`src/rtl/uart_crc_rx_param.sv`:
```
// Oversampling UART receiver for frames of start, DATA_W data bits, CRC_W CRC bits and a
// stop bit. Each bit is decided by a 3-sample majority vote around the bit centre. The CRC
// is computed on the fly, checked against the received field, and the result is held in a
// valid/ready output stage.
module uart_crc_rx_param #(
  parameter int unsigned         CLK_FREQ  = 50000000,
  parameter int unsigned         BAUD_RATE = 9600,
  parameter int unsigned         OVS       = 16,
  parameter int unsigned         DATA_W    = 8,
  parameter int unsigned         CRC_W     = 8,
  parameter logic [CRC_W-1:0]    CRC_POLY  = CRC_W'(8'h07),
  parameter logic [CRC_W-1:0]    CRC_INIT  = '0
) (
  input  logic              clk,
  input  logic              reset,
  input  logic              rx_in,
  output logic [DATA_W-1:0] data_out,
  output logic [CRC_W-1:0]  crc_out,
  output logic              crc_err,
  output logic              frame_err,
  output logic              out_valid,
  input  logic              out_ready,
  output logic              overrun,
  output logic              busy
);

  localparam int unsigned DIV   = CLK_FREQ / (BAUD_RATE * OVS);
  localparam int unsigned DivW  = $clog2(DIV);
  localparam int unsigned SampW = $clog2(OVS);
  localparam int unsigned MaxW  = (DATA_W > CRC_W) ? DATA_W : CRC_W;
  localparam int unsigned BitW  = $clog2(MaxW) + 1;

  localparam logic [DivW-1:0]  DivLast  = DivW'(DIV - 1);
  localparam logic [SampW-1:0] SampLast = SampW'(OVS - 1);
  localparam logic [SampW-1:0] SampA    = SampW'(OVS / 2 - 1);
  localparam logic [SampW-1:0] SampB    = SampW'(OVS / 2);
  localparam logic [SampW-1:0] SampC    = SampW'(OVS / 2 + 1);
  localparam logic [BitW-1:0]  DataLast = BitW'(DATA_W - 1);
  localparam logic [BitW-1:0]  CrcLast  = BitW'(CRC_W - 1);

  typedef enum logic [2:0] {StIdle, StStart, StData, StCrc, StStop} state_e;

  state_e              state_q, state_d;
  logic                rx_s1_q, rx_s2_q, rx_prev_q;
  logic [DivW-1:0]     tick_cnt_q, tick_cnt_d;
  logic [SampW-1:0]    samp_cnt_q, samp_cnt_d;
  logic [BitW-1:0]     bit_cnt_q, bit_cnt_d;
  logic [1:0]          smp_q, smp_d;
  logic [DATA_W-1:0]   data_sh_q, data_sh_d;
  logic [CRC_W-1:0]    crc_rx_q, crc_rx_d;
  logic [CRC_W-1:0]    crc_calc_q, crc_calc_d;
  logic [DATA_W-1:0]   data_out_q, data_out_d;
  logic [CRC_W-1:0]    crc_out_q, crc_out_d;
  logic                crc_err_q, crc_err_d;
  logic                frame_err_q, frame_err_d;
  logic                out_valid_q, out_valid_d;
  logic                overrun_q, overrun_d;

  logic                tick, decide, bit_end, fall, maj, fb, stop_decide;
  logic [SampW-1:0]    samp_nxt;

  // The sample counter value reached on a tick identifies the sample point.
  assign tick        = (state_q != StIdle) && (tick_cnt_q == DivLast);
  assign samp_nxt    = (samp_cnt_q == SampLast) ? '0 : samp_cnt_q + SampW'(1);
  assign decide      = tick && (samp_nxt == SampC);
  assign bit_end     = tick && (samp_nxt == SampLast);
  assign fall        = rx_prev_q & ~rx_s2_q;
  assign maj         = (smp_q[0] & smp_q[1]) | (smp_q[0] & rx_s2_q) | (smp_q[1] & rx_s2_q);
  assign stop_decide = (state_q == StStop) && decide;

  // Two-flop synchroniser plus previous-value flop for start-edge detection; idle high.
  always_ff @(posedge clk or posedge reset) begin
    if (reset) begin
      rx_s1_q   <= 1'b1;
      rx_s2_q   <= 1'b1;
      rx_prev_q <= 1'b1;
    end else begin
      rx_s1_q   <= rx_in;
      rx_s2_q   <= rx_s1_q;
      rx_prev_q <= rx_s2_q;
    end
  end

  // FSM, counters, shift registers and output stage state.
  always_ff @(posedge clk or posedge reset) begin
    if (reset) begin
      state_q     <= StIdle;
      tick_cnt_q  <= '0;
      samp_cnt_q  <= '0;
      bit_cnt_q   <= '0;
      smp_q       <= '0;
      data_sh_q   <= '0;
      crc_rx_q    <= '0;
      crc_calc_q  <= '0;
      data_out_q  <= '0;
      crc_out_q   <= '0;
      crc_err_q   <= 1'b0;
      frame_err_q <= 1'b0;
      out_valid_q <= 1'b0;
      overrun_q   <= 1'b0;
    end else begin
      state_q     <= state_d;
      tick_cnt_q  <= tick_cnt_d;
      samp_cnt_q  <= samp_cnt_d;
      bit_cnt_q   <= bit_cnt_d;
      smp_q       <= smp_d;
      data_sh_q   <= data_sh_d;
      crc_rx_q    <= crc_rx_d;
      crc_calc_q  <= crc_calc_d;
      data_out_q  <= data_out_d;
      crc_out_q   <= crc_out_d;
      crc_err_q   <= crc_err_d;
      frame_err_q <= frame_err_d;
      out_valid_q <= out_valid_d;
      overrun_q   <= overrun_d;
    end
  end

  // Next-state logic: bit timing, sampling, shifting and CRC accumulation.
  always_comb begin
    state_d    = state_q;
    tick_cnt_d = tick_cnt_q;
    samp_cnt_d = samp_cnt_q;
    bit_cnt_d  = bit_cnt_q;
    smp_d      = smp_q;
    data_sh_d  = data_sh_q;
    crc_rx_d   = crc_rx_q;
    crc_calc_d = crc_calc_q;
    fb         = 1'b0;

    if (state_q != StIdle) begin
      if (tick) begin
        tick_cnt_d = '0;
        samp_cnt_d = samp_nxt;
        if (samp_nxt == SampA) smp_d[0] = rx_s2_q;
        if (samp_nxt == SampB) smp_d[1] = rx_s2_q;
      end else begin
        tick_cnt_d = tick_cnt_q + DivW'(1);
      end
    end

    case (state_q)
      StIdle: begin
        tick_cnt_d = '0;
        samp_cnt_d = '0;
        if (fall) state_d = StStart;
      end
      StStart: begin
        if (decide) begin
          if (maj) state_d = StIdle;  // line back high at mid-bit: glitch
          else     crc_calc_d = CRC_INIT;
        end
        if (bit_end) begin
          state_d   = StData;
          bit_cnt_d = '0;
        end
      end
      StData: begin
        if (decide) begin
          data_sh_d             = data_sh_q >> 1;
          data_sh_d[DATA_W-1]   = maj;
          fb                    = crc_calc_q[CRC_W-1] ^ maj;
          crc_calc_d            = (crc_calc_q << 1) ^ (fb ? CRC_POLY : '0);
        end
        if (bit_end) begin
          if (bit_cnt_q == DataLast) begin
            state_d   = StCrc;
            bit_cnt_d = '0;
          end else begin
            bit_cnt_d = bit_cnt_q + BitW'(1);
          end
        end
      end
      StCrc: begin
        if (decide) begin
          crc_rx_d            = crc_rx_q >> 1;
          crc_rx_d[CRC_W-1]   = maj;
        end
        if (bit_end) begin
          if (bit_cnt_q == CrcLast) begin
            state_d   = StStop;
            bit_cnt_d = '0;
          end else begin
            bit_cnt_d = bit_cnt_q + BitW'(1);
          end
        end
      end
      StStop: begin
        // Leave mid stop bit so a following start edge is not missed.
        if (decide) state_d = StIdle;
      end
      default: state_d = StIdle;
    endcase
  end

  // Output stage: load on stop decision unless an unaccepted result must be protected.
  always_comb begin
    data_out_d  = data_out_q;
    crc_out_d   = crc_out_q;
    crc_err_d   = crc_err_q;
    frame_err_d = frame_err_q;
    out_valid_d = out_valid_q;
    overrun_d   = 1'b0;
    if (stop_decide) begin
      if (out_valid_q && !out_ready) begin
        overrun_d = 1'b1;
      end else begin
        data_out_d  = data_sh_q;
        crc_out_d   = crc_rx_q;
        crc_err_d   = (crc_calc_q != crc_rx_q);
        frame_err_d = ~maj;
        out_valid_d = 1'b1;
      end
    end else if (out_valid_q && out_ready) begin
      out_valid_d = 1'b0;
    end
  end

  assign data_out  = data_out_q;
  assign crc_out   = crc_out_q;
  assign crc_err   = crc_err_q;
  assign frame_err = frame_err_q;
  assign out_valid = out_valid_q;
  assign overrun   = overrun_q;
  assign busy      = (state_q != StIdle);

endmodule

```
`config.mk`:
```
export PLATFORM = sky130hd
export DESIGN_NAME = uart_crc_rx_param
export DESIGN_NICKNAME = d
export VERILOG_FILES = /design/src/rtl/uart_crc_rx_param.sv
export SDC_FILE = /design/constraint.sdc
export NUM_CORES = 1
export LEC_CHECK = 0
export CORE_ASPECT_RATIO = 1.4
export CORE_UTILIZATION = 55
export DETAILED_ROUTE_END_ITERATION = 16
export PLACE_DENSITY = 0.77
export SYNTH_ARGS = -nofsm -noshare
export SYNTH_HDL_FRONTEND = slang
export SYNTH_SLANG_ARGS = --single-unit
```
`constraint.sdc`:
```
create_clock -name clk -period 4.5 [get_ports clk]
set_input_delay 1.35 -clock clk [delete_from_list [all_inputs] [get_ports clk]]
set_output_delay 1.35 -clock clk [all_outputs]
set_load 0.03 [all_outputs]
```
# After elaboration in Yosys (flattened, before gate mapping)
# Cells that the tools add are included.
dict set report op_classes {
  n_addsub 3
  n_eq_ne 26
  mux 31
  bitwise_logic 11
  n_reduce_logical 25
}
# cell n
set op_table {}
lappend op_table {{$mux W3} 10}
lappend op_table {{$mux W4} 7}
lappend op_table {{$mux W9} 3}
lappend op_table {{$mux W8} 3}
lappend op_table {{$ne A2 B2 Y1 const B} 11}
lappend op_table {{$eq A4 B4 Y1 const B} 4}
lappend op_table {{$pmux W8 S2} 1}
lappend op_table {{$pmux W3 S5} 1}
lappend op_table {{$reduce_and A2 Y1} 5}
lappend op_table {{$reduce_bool A2 Y1} 5}
lappend op_table {{$add A9 B1 Y9 const B} 1}
lappend op_table {{$eq A9 B9 Y1 const B} 1}
lappend op_table {{$reduce_and A3 Y1} 3}
lappend op_table {{$add A4 B1 Y4 const B} 2}
lappend op_table {{$eq A4 B3 Y1 const B} 2}
lappend op_table {{$ne A8 B8 Y1} 1}
lappend op_table {{$pmux W4 S2} 1}
lappend op_table {{$reduce_and A8 Y1} 1}
lappend op_table {{$xor A8 B3 Y8} 1}
lappend op_table {{$eq A3 B2 Y1 const B} 2}
lappend op_table {{$logic_and A1 B1 Y1} 6}
lappend op_table {{$ne A3 B3 Y1 const B} 2}
lappend op_table {{$mux W1} 5}
lappend op_table {{$and A1 B1 Y1} 4}
lappend op_table {{other kinds (11)} 14}
dict set report word_totals {
  reg_bits 69
  output_inout_bits 21
  word_cells 114
}

# Logic depth before layout (Yosys ltp)
# Gate-level depths: netlist (run 1).
dict set report logic_depth {
  depth_word 8
  depth_mapped 8
  ltp_nobuf 6
}

# Worst setup path after synthesis (run 1)
# Ideal clock, no wire load.
dict set report synth_path {
  path_type {flip-flop to output port}
  start {reg state_q[1]}
  end {out busy}
  arrival_ns 1.230
  t_required_ns 3.150
  slack_ns 1.920
  stages_incl_launch_ff 4
  path_buffers 1
  path_cell_list {dfrtp_1 > buf_2 > nor3_1 > inv_1}
}
dict set report synth_via {
  elab_chain_len 1
}
# element line_no
set synth_rtl {}
lappend synth_rtl {{start, declared} 43} ;# state_e state_q, state_d;
lappend synth_rtl {{start signal, assigned} 87} ;# state_q <= StIdle;
lappend synth_rtl {{start signal, assigned} 102} ;# state_q <= state_d;
lappend synth_rtl {{$reduce_bool A3 Y1} 225} ;# assign busy = (state_q != StIdle);
lappend synth_rtl {{end, declared} 24} ;# output logic busy
# No other way between the ends.

# Final worst setup path (run 1)
# Same ends and word-level chain as after synthesis.

==> impl_results.md, run 1 <==
- Status: completed
- GR Overflow Total: 0
- Power Dens Cells: 361 nW/um2
- Post-Syn Nets: 274
- Core outline area: 5820 um2
- Via density: 5.76
- Layout cells sized above 1: 23.6%
- Nets: 302
- Post-CTS setup buffer count: 0
- Iter 0 DRT Violations: 107
- CP peak stage delay: 0.63 ns
- Antenna violations before repair: 0
- Hpwl dp: 4040 um
- CP Class: reg2out
- Die X: 67.5 um
- Post-route minimum period: 3.59 ns
- Die area: 6320 um2
- Synthesized flop and latch total: 69
- # hold bufs at CTS: 0
- Synth Cell Area: 3300 um2
- Startpoint Class: register
- Lkg Pwr: 1.83 nW
- Sequential share of the synthesized area: 52.4%
- Finish-stage setup viols: 0
- Avg WL per Cell: 15.4 um
- Synth warn: 0
- RSZ-0062 raised after global routing: false
- DRC Markers: 0
- Placed insts: 350
- PnR worst setup slack: 0.913 ns
- Via count: 2107
- Area Growth Syn to Fin: 15.9%
- Clk Latency, worst-skew pair: 0.36 ns
- Ports: 25
- Req. time, crit path: 3.15 ns
- Total clock sinks: 69
- Worst-Margin Slew: 0.875 ns
- Worst Setup End Kind: primary output
- EDFF count, synth: 0
- Min-delay worst type: reg2reg
- Syn Area/Cell: 12.6 um2
- Clk root buf: clkbuf_8
- Clock buffer depth: 2
- Synth area leaders: dfrtp_1 50%, mux2_2 9.2%, mux2_4 4.1%, xor2_1 3.2%, ha_1 2.7%
- First-pass GRT wire length: 9630 um
- Starting Density: 56.7%
- Pin count of the biggest net entering global routing: 44
- DRT antenna net count: 0
- Area leader, netlist: dfrtp_1
- Yosys top cell area share: 50.0%
- Final hold slack: 0.360 ns
- CTS Buf Count: 9
- Count of different cell masters after synthesis: 56
- Relative slew margins: 41.6%
- Final Cycle Share: 79.7%
- Clock Skews: 0.0112 ns
- Max-cap violation count: 0
- Ys flop type: dfrtp_1
- Worst EP arrival: 2.24 ns
- Worst path cell trace: nor3_1 > inv_1 > clkdlybuf4s50_1
- Vias in the first global route: 2189
- Non-Filler Instances: 366
- Post_cts resized: 0
- Highest clock rate: 279 MHz
- Pre-antenna DRT Iters: 4
- Clock Pin Slew Worst Setup and Hold Paths: 0.07 ns
- Final GP Congestion: 0.814
- Diodes inserted: 0
- Max IR drop VDD: 0.259 mV
- Post-synth ARST share: 100%
- TNS Setup: 0 ns
- # rows: 33
- Final hold violations: 0
- Setup WS pre-CTS: 1.30 ns
- Post-Synthesis Cells: 263
- Global-route usage over all layers: 20.8%
- CP Max Fanout: 13
- WL final: 5640 um
- Die height: 93.7 um
- Final Max Slew Viols: 0
- H-tree depth: 3
- Max stage delay cell, worst path: clkdlybuf4s50_1
- Number of port buffers: 24
- CTS tree: done
==> synthesized netlist by cell type, drive strengths merged, types with 3 or more instances <==
cell type  number
dfrtp          66
mux2           36
nor2           14
inv            12
xor2           12
nand2          10
a22o            9
nand3           9
xnor2           9
buf             8
nor3            8
ha              7
nor4            6
nand2b          4
nand4           4
and2            3
and3            3
and4            3
dfstp           3
o211ai          3
==> worst paths after layout <==
kind                                end  slack (ns)          start  cells past startpoint
min in group asynchronous   data_out[5]        1.49          reset                      2
min reg2reg                     rx_s2_q        0.36        rx_s1_q                      0
max in group asynchronous       rx_s1_q        2.22          reset                      3
min                             rx_s2_q        0.36        rx_s1_q                      0
max reg2reg                data_sh_q[7]        2.03  samp_cnt_q[1]                      5
max                                busy        0.91     state_q[1]                      3
==> where the power goes <==
group	internal (W)	leakage [nW]	total (W)	switching, W
logic	0.0000426	0.783	0.0000880	0.0000454
registers	0.000653	0.931	0.000690	0.0000368
clock network	0.000368	0.116	0.000605	0.000237
total	0.00106	1.83	0.00138	0.000319
==> cells in the final DEF, fill, tap and decap left out, drive strengths merged, types with 7 or more instances in the layout <==
cell / instances
mux2: 36
inv: 12
dfrtp: 66
a22o: 9
nand3: 9
xnor2: 9
ha: 7
clkbuf: 10
clkdlybuf4s50: 24
xor2: 12
nor3: 8
nor2: 14
nand2: 10
==> state kept, by name, indices dropped and copies added, names as in the netlist, 3 cells and up <==
name,cells
state_q,3
data_out,8
data_sh_q,8
samp_cnt_q,4
crc_calc_q,8
bit_cnt_q,4
crc_out,8
tick_cnt_q,9
crc_rx_q,8
==> per-layer routing <==
metal  track usage, %  part of all wire, %  up-vias
li1                 -                    -     1004
met1             23.9                   42     1052
met2             34.7                   53       38
met3             4.49                  2.4       13
met4             12.1                  2.7        0
met5                0                    0        -
==> cell type report <==
class / instances / area (um2)
Timing Repair Buffer: 26 / 255
Clock inverter: 6 / 111
Sequential cell: 69 / 1730
Multi-Input combinational cell: 173 / 1470
Inverter: 12 / 45.0
Tap cell: 70 / 87.6
Clock buffer: 10 / 128
Fill cell: 445 / 1990
==> stage by stage <==
stage | power (W) | utilization (%) | instance area, um2
detailed placement | 0.000792 | 61.7 | 3590
floorplan | 0.000764 | - | 3300
global route | 0.00144 | 65.8 | 3830
finish | 0.00138 | 65.8 | 3830
CTS | 0.00139 | 65.8 | 3830
global placement | 0.000788 | 61.7 | 3590
==> cell families (layout without fill, tap and decap cells) <==
group                      count (synthesis)  count (layout)  synth area share, %
xor gates and xnor gates                  21              21                 5.57
and+or+nand+nor                           80              80                 15.3
adders and majority gates                  8               8                 2.95
buffers and inverters                     21              54                 3.07
muxes                                     38              38                 13.9
DFF                                       69              69                 52.4
AOI/OAI and AO/OA                         26              26                 6.82
==> critical path, delay by kind of cell, from the launching register on <==
family / cells / cell delay (ns)
buffers and inverters: 2 / 0.80
DFF: 1 / 0.52
and+or+nand+nor: 1 / 0.56
(Power assumes the default switching activity.)
==> run 2, diff against run 1 <==
--- a/config.mk
+++ b/config.mk
@@ -6,9 +6,9 @@
 export NUM_CORES = 1
 export LEC_CHECK = 0
 export CORE_ASPECT_RATIO = 1.4
-export CORE_UTILIZATION = 55
+export CORE_UTILIZATION = 52
 export DETAILED_ROUTE_END_ITERATION = 16
-export PLACE_DENSITY = 0.77
+export PLACE_DENSITY = 0.76
 export SYNTH_ARGS = -nofsm -noshare
 export SYNTH_HDL_FRONTEND = slang
 export SYNTH_SLANG_ARGS = --single-unit
==> constraint.sdc (replaced) <==
create_clock -name clk -period 3.22 [get_ports clk]
set_input_delay 0.966 -clock clk [delete_from_list [all_inputs] [get_ports clk]]
set_output_delay 0.966 -clock clk [all_outputs]
set_load 0.03 [all_outputs]
==> impl_results.md, run 2 (synthesis gave the netlist of run 1 again) <==
- Via count: 2122 (+0.71%)
- Final GP Congestion: 0.835 (+2.6%)
- Clock Skews: 0.00992 ns (-0.00132 ns)
- HP Start: rx_s1_q
- CTS Buf Count: 9 (unchanged)
- Die height: 96.3 um (+2.8%)
- Area Growth Syn to Fin: 17.0%
- Global-route usage over all layers: 19.8% (-0.99 points)
- RSZ-0062 raised after global routing: false
- # hold bufs at CTS: 0 (unchanged)
- Final Core Density: 62.7% (-3.1 points)
- Antenna violations before repair: 0 (unchanged)
- Biggest register: tick_cnt_q
- Commonest non-fill, non-tap cell in the layout: dfrtp_1
- Pre-antenna DRT Iters: 4 (unchanged)
- # rows: 34 (+3.0%)
- Switching Share: 23.4% (+0.31 points)
- Multi-input logic area: 1470 um2 (unchanged)
- Pint: 0.00149 W (+40%)
- Reg2Reg Depth: 5 (unchanged)
- WP depth: 4 (+1)
- Ports: 25 (unchanged)
- WL final: 5860 um (+3.8%)
- Core outline area: 6170 um2 (+6.0%)
- CP bufs+invs: 3 (+1)
- R2R Path Start: samp_cnt_q[1]
- Max reg flops: 9 (unchanged)
- Setup WS pre-CTS: 0.548 ns (-0.750 ns)
- Max IR drop VDD: 0.416 mV (+61%)
- CP peak stage delay: 0.59 ns (-0.04 ns)
- Clock buffer depth: 2 (unchanged)
- Worst EP arrival: 1.88 ns (-0.36 ns)
- Clock Power Share: 44.0% (+0.3 points)
- Post_cts resized: 0 (unchanged)
- First-pass GRT wire length: 10100 um (+5.2%)
- DRT antenna net count: 0 (unchanged)
- Final hold slack: 0.359 ns (-0.000902 ns)
- Worst path cell trace: nor3_1 > buf_4 > inv_1 > clkdlybuf4s50_1
- Hpwl dp: 4090 um (+1.4%)
- Delay-heaviest family, CP: buffers and inverters
- DRC Markers: 0 (unchanged)
- Register area: 1730 um2 (unchanged)
- Max-cap violation count: 0 (unchanged)
- Min-delay worst type: reg2reg
- H-tree depth: 3 (unchanged)
- Vias in the first global route: 2176 (-0.59%)
- Die area: 6680 um2 (+5.6%)
- Iter 0 DRT Violations: 80 (-25%)
- Final Cycle Share: 88.4%
- Clock Pin Slew Worst Setup and Hold Paths: 0.07 ns (about the same)
- PnR worst setup slack: 0.375 ns (-0.538 ns)
- Highest clock rate: 352 MHz
- Pin count of the biggest net entering global routing: 53 (+20%)
- Worst-Margin Slew: 0.680 ns (-0.195 ns)
- NetSw: 0.000456 W (+43%)
- Worst hold stages: 0 (unchanged)
- Most frequent cells in the layout: 66 x dfrtp_1, 27 x mux2_2, 24 x clkdlybuf4s50_1
- Power Dens Cells: 504 nW/um2 (+40%)
- Max stage delay cell, worst path: clkdlybuf4s50_1
- TNS Setup: 0 ns (unchanged)
- CP Class: reg2out
- Combinational share of power: 6.6% (+0.2 points)
- Diodes inserted: 0 (unchanged)
- Worst Setup End Kind: primary output
- Die X: 69.4 um (+2.8%)
- Lkg Pwr: 1.85 nW (+1.3%)
- Final hold violations: 0 (unchanged)
- CP Max Fanout: 10 (-3)
- Relative slew margins: 54.2% (+13 points)
- CTS tree: done
- Total power: 0.00195 W (+41%)
- Post-CTS setup buffer count: 0 (unchanged)
- Final Max Slew Viols: 0 (unchanged)
- Startpoint Class: register
- Clk Latency, worst-skew pair: 0.34 ns (-0.02 ns)
- Req. time, crit path: 2.25 ns (-0.90 ns)
- Crit path launch: state_q[0]
- Avg WL per Cell: 15.8 um (+2.7%)
- Finish-stage setup viols: 0 (unchanged)
- Nets: 304 (+0.66%)
- Sequential share of power: 49.5% (-0.4 points)
- Number of port buffers: 24 (unchanged)
- Layout cells sized above 1: 24.5% (+0.85 points)
- Total clock sinks: 69 (unchanged)
- Clk root buf: clkbuf_8
- Via density: 5.74 (-0.38%)
- Status: completed
- Layout fillers: 488 (+9.7%)
- GR Overflow Total: 0 (unchanged)
- Starting Density: 53.5% (-3.2 points)
- Post-route minimum period: 2.84 ns
[run 2: cell types whose count changed in the layout (fill, tap and decap cells not counted)]
cell	previous run	this run
inv_6	0	2
buf_12	0	1
buf_4	2	3
clkbuf_1	1	0
clkinvlp_4	1	0
[run 2: final timing paths]
kind / slack (ns) / endpoint
hold / removal: 0.36 / rx_s2_q
max in group asynchronous: 1.61 / rx_s2_q
min in group asynchronous: 0.95 / state_q[0]
setup / recovery: 0.38 / busy
hold reg to reg: 0.36 / rx_s2_q
setup reg to reg: 0.83 / crc_rx_q[6]
[run 2: layer usage]
| metal | track usage [%] | share of wire [%] |
|---|---|---|
| met4 | 11.2 | 2.1 |
| met2 | 35.1 | 54 |
| met1 | 22.4 | 41 |
| met5 | 0 | 0 |
| met3 | 3.98 | 2.4 |
[run 2: power by group through the flow]
| stage | sequential, W | clock (W) | combinational (W) |
|---|---|---|---|
| 6_report | 0.000964 | 0.000857 | 0.000128 |
| 5_1_grt | 0.000970 | 0.000912 | 0.000146 |
| 4_1_cts | 0.000963 | 0.000877 | 0.000131 |
| 3_5_place_dp | 0.000980 | 0 | 0.000131 |
| 3_3_place_gp | 0.000979 | 0 | 0.000125 |
| 2_1_floorplan | 0.000966 | 0 | 0.000101 |
[run 2: metrics by stage]
step	instance area, um2	std cells
2_1_floorplan	3300	263
3_3_place_gp	3620	354
3_5_place_dp	3620	354
4_1_cts	3860	370
5_1_grt	3860	370
6_report	3860	370
[run 2: area by class of cell]
| class | instances | area share (%) |
|---|---|---|
| clock inverter | 7 | 3.14 |
| tap | 72 | 2.33 |
| inverter | 12 | 1.17 |
| sequential | 69 | 44.8 |
| clock buffer | 9 | 3.20 |
| timing repair buffer | 28 | 7.32 |
| multi-input combinational | 173 | 38.1 |
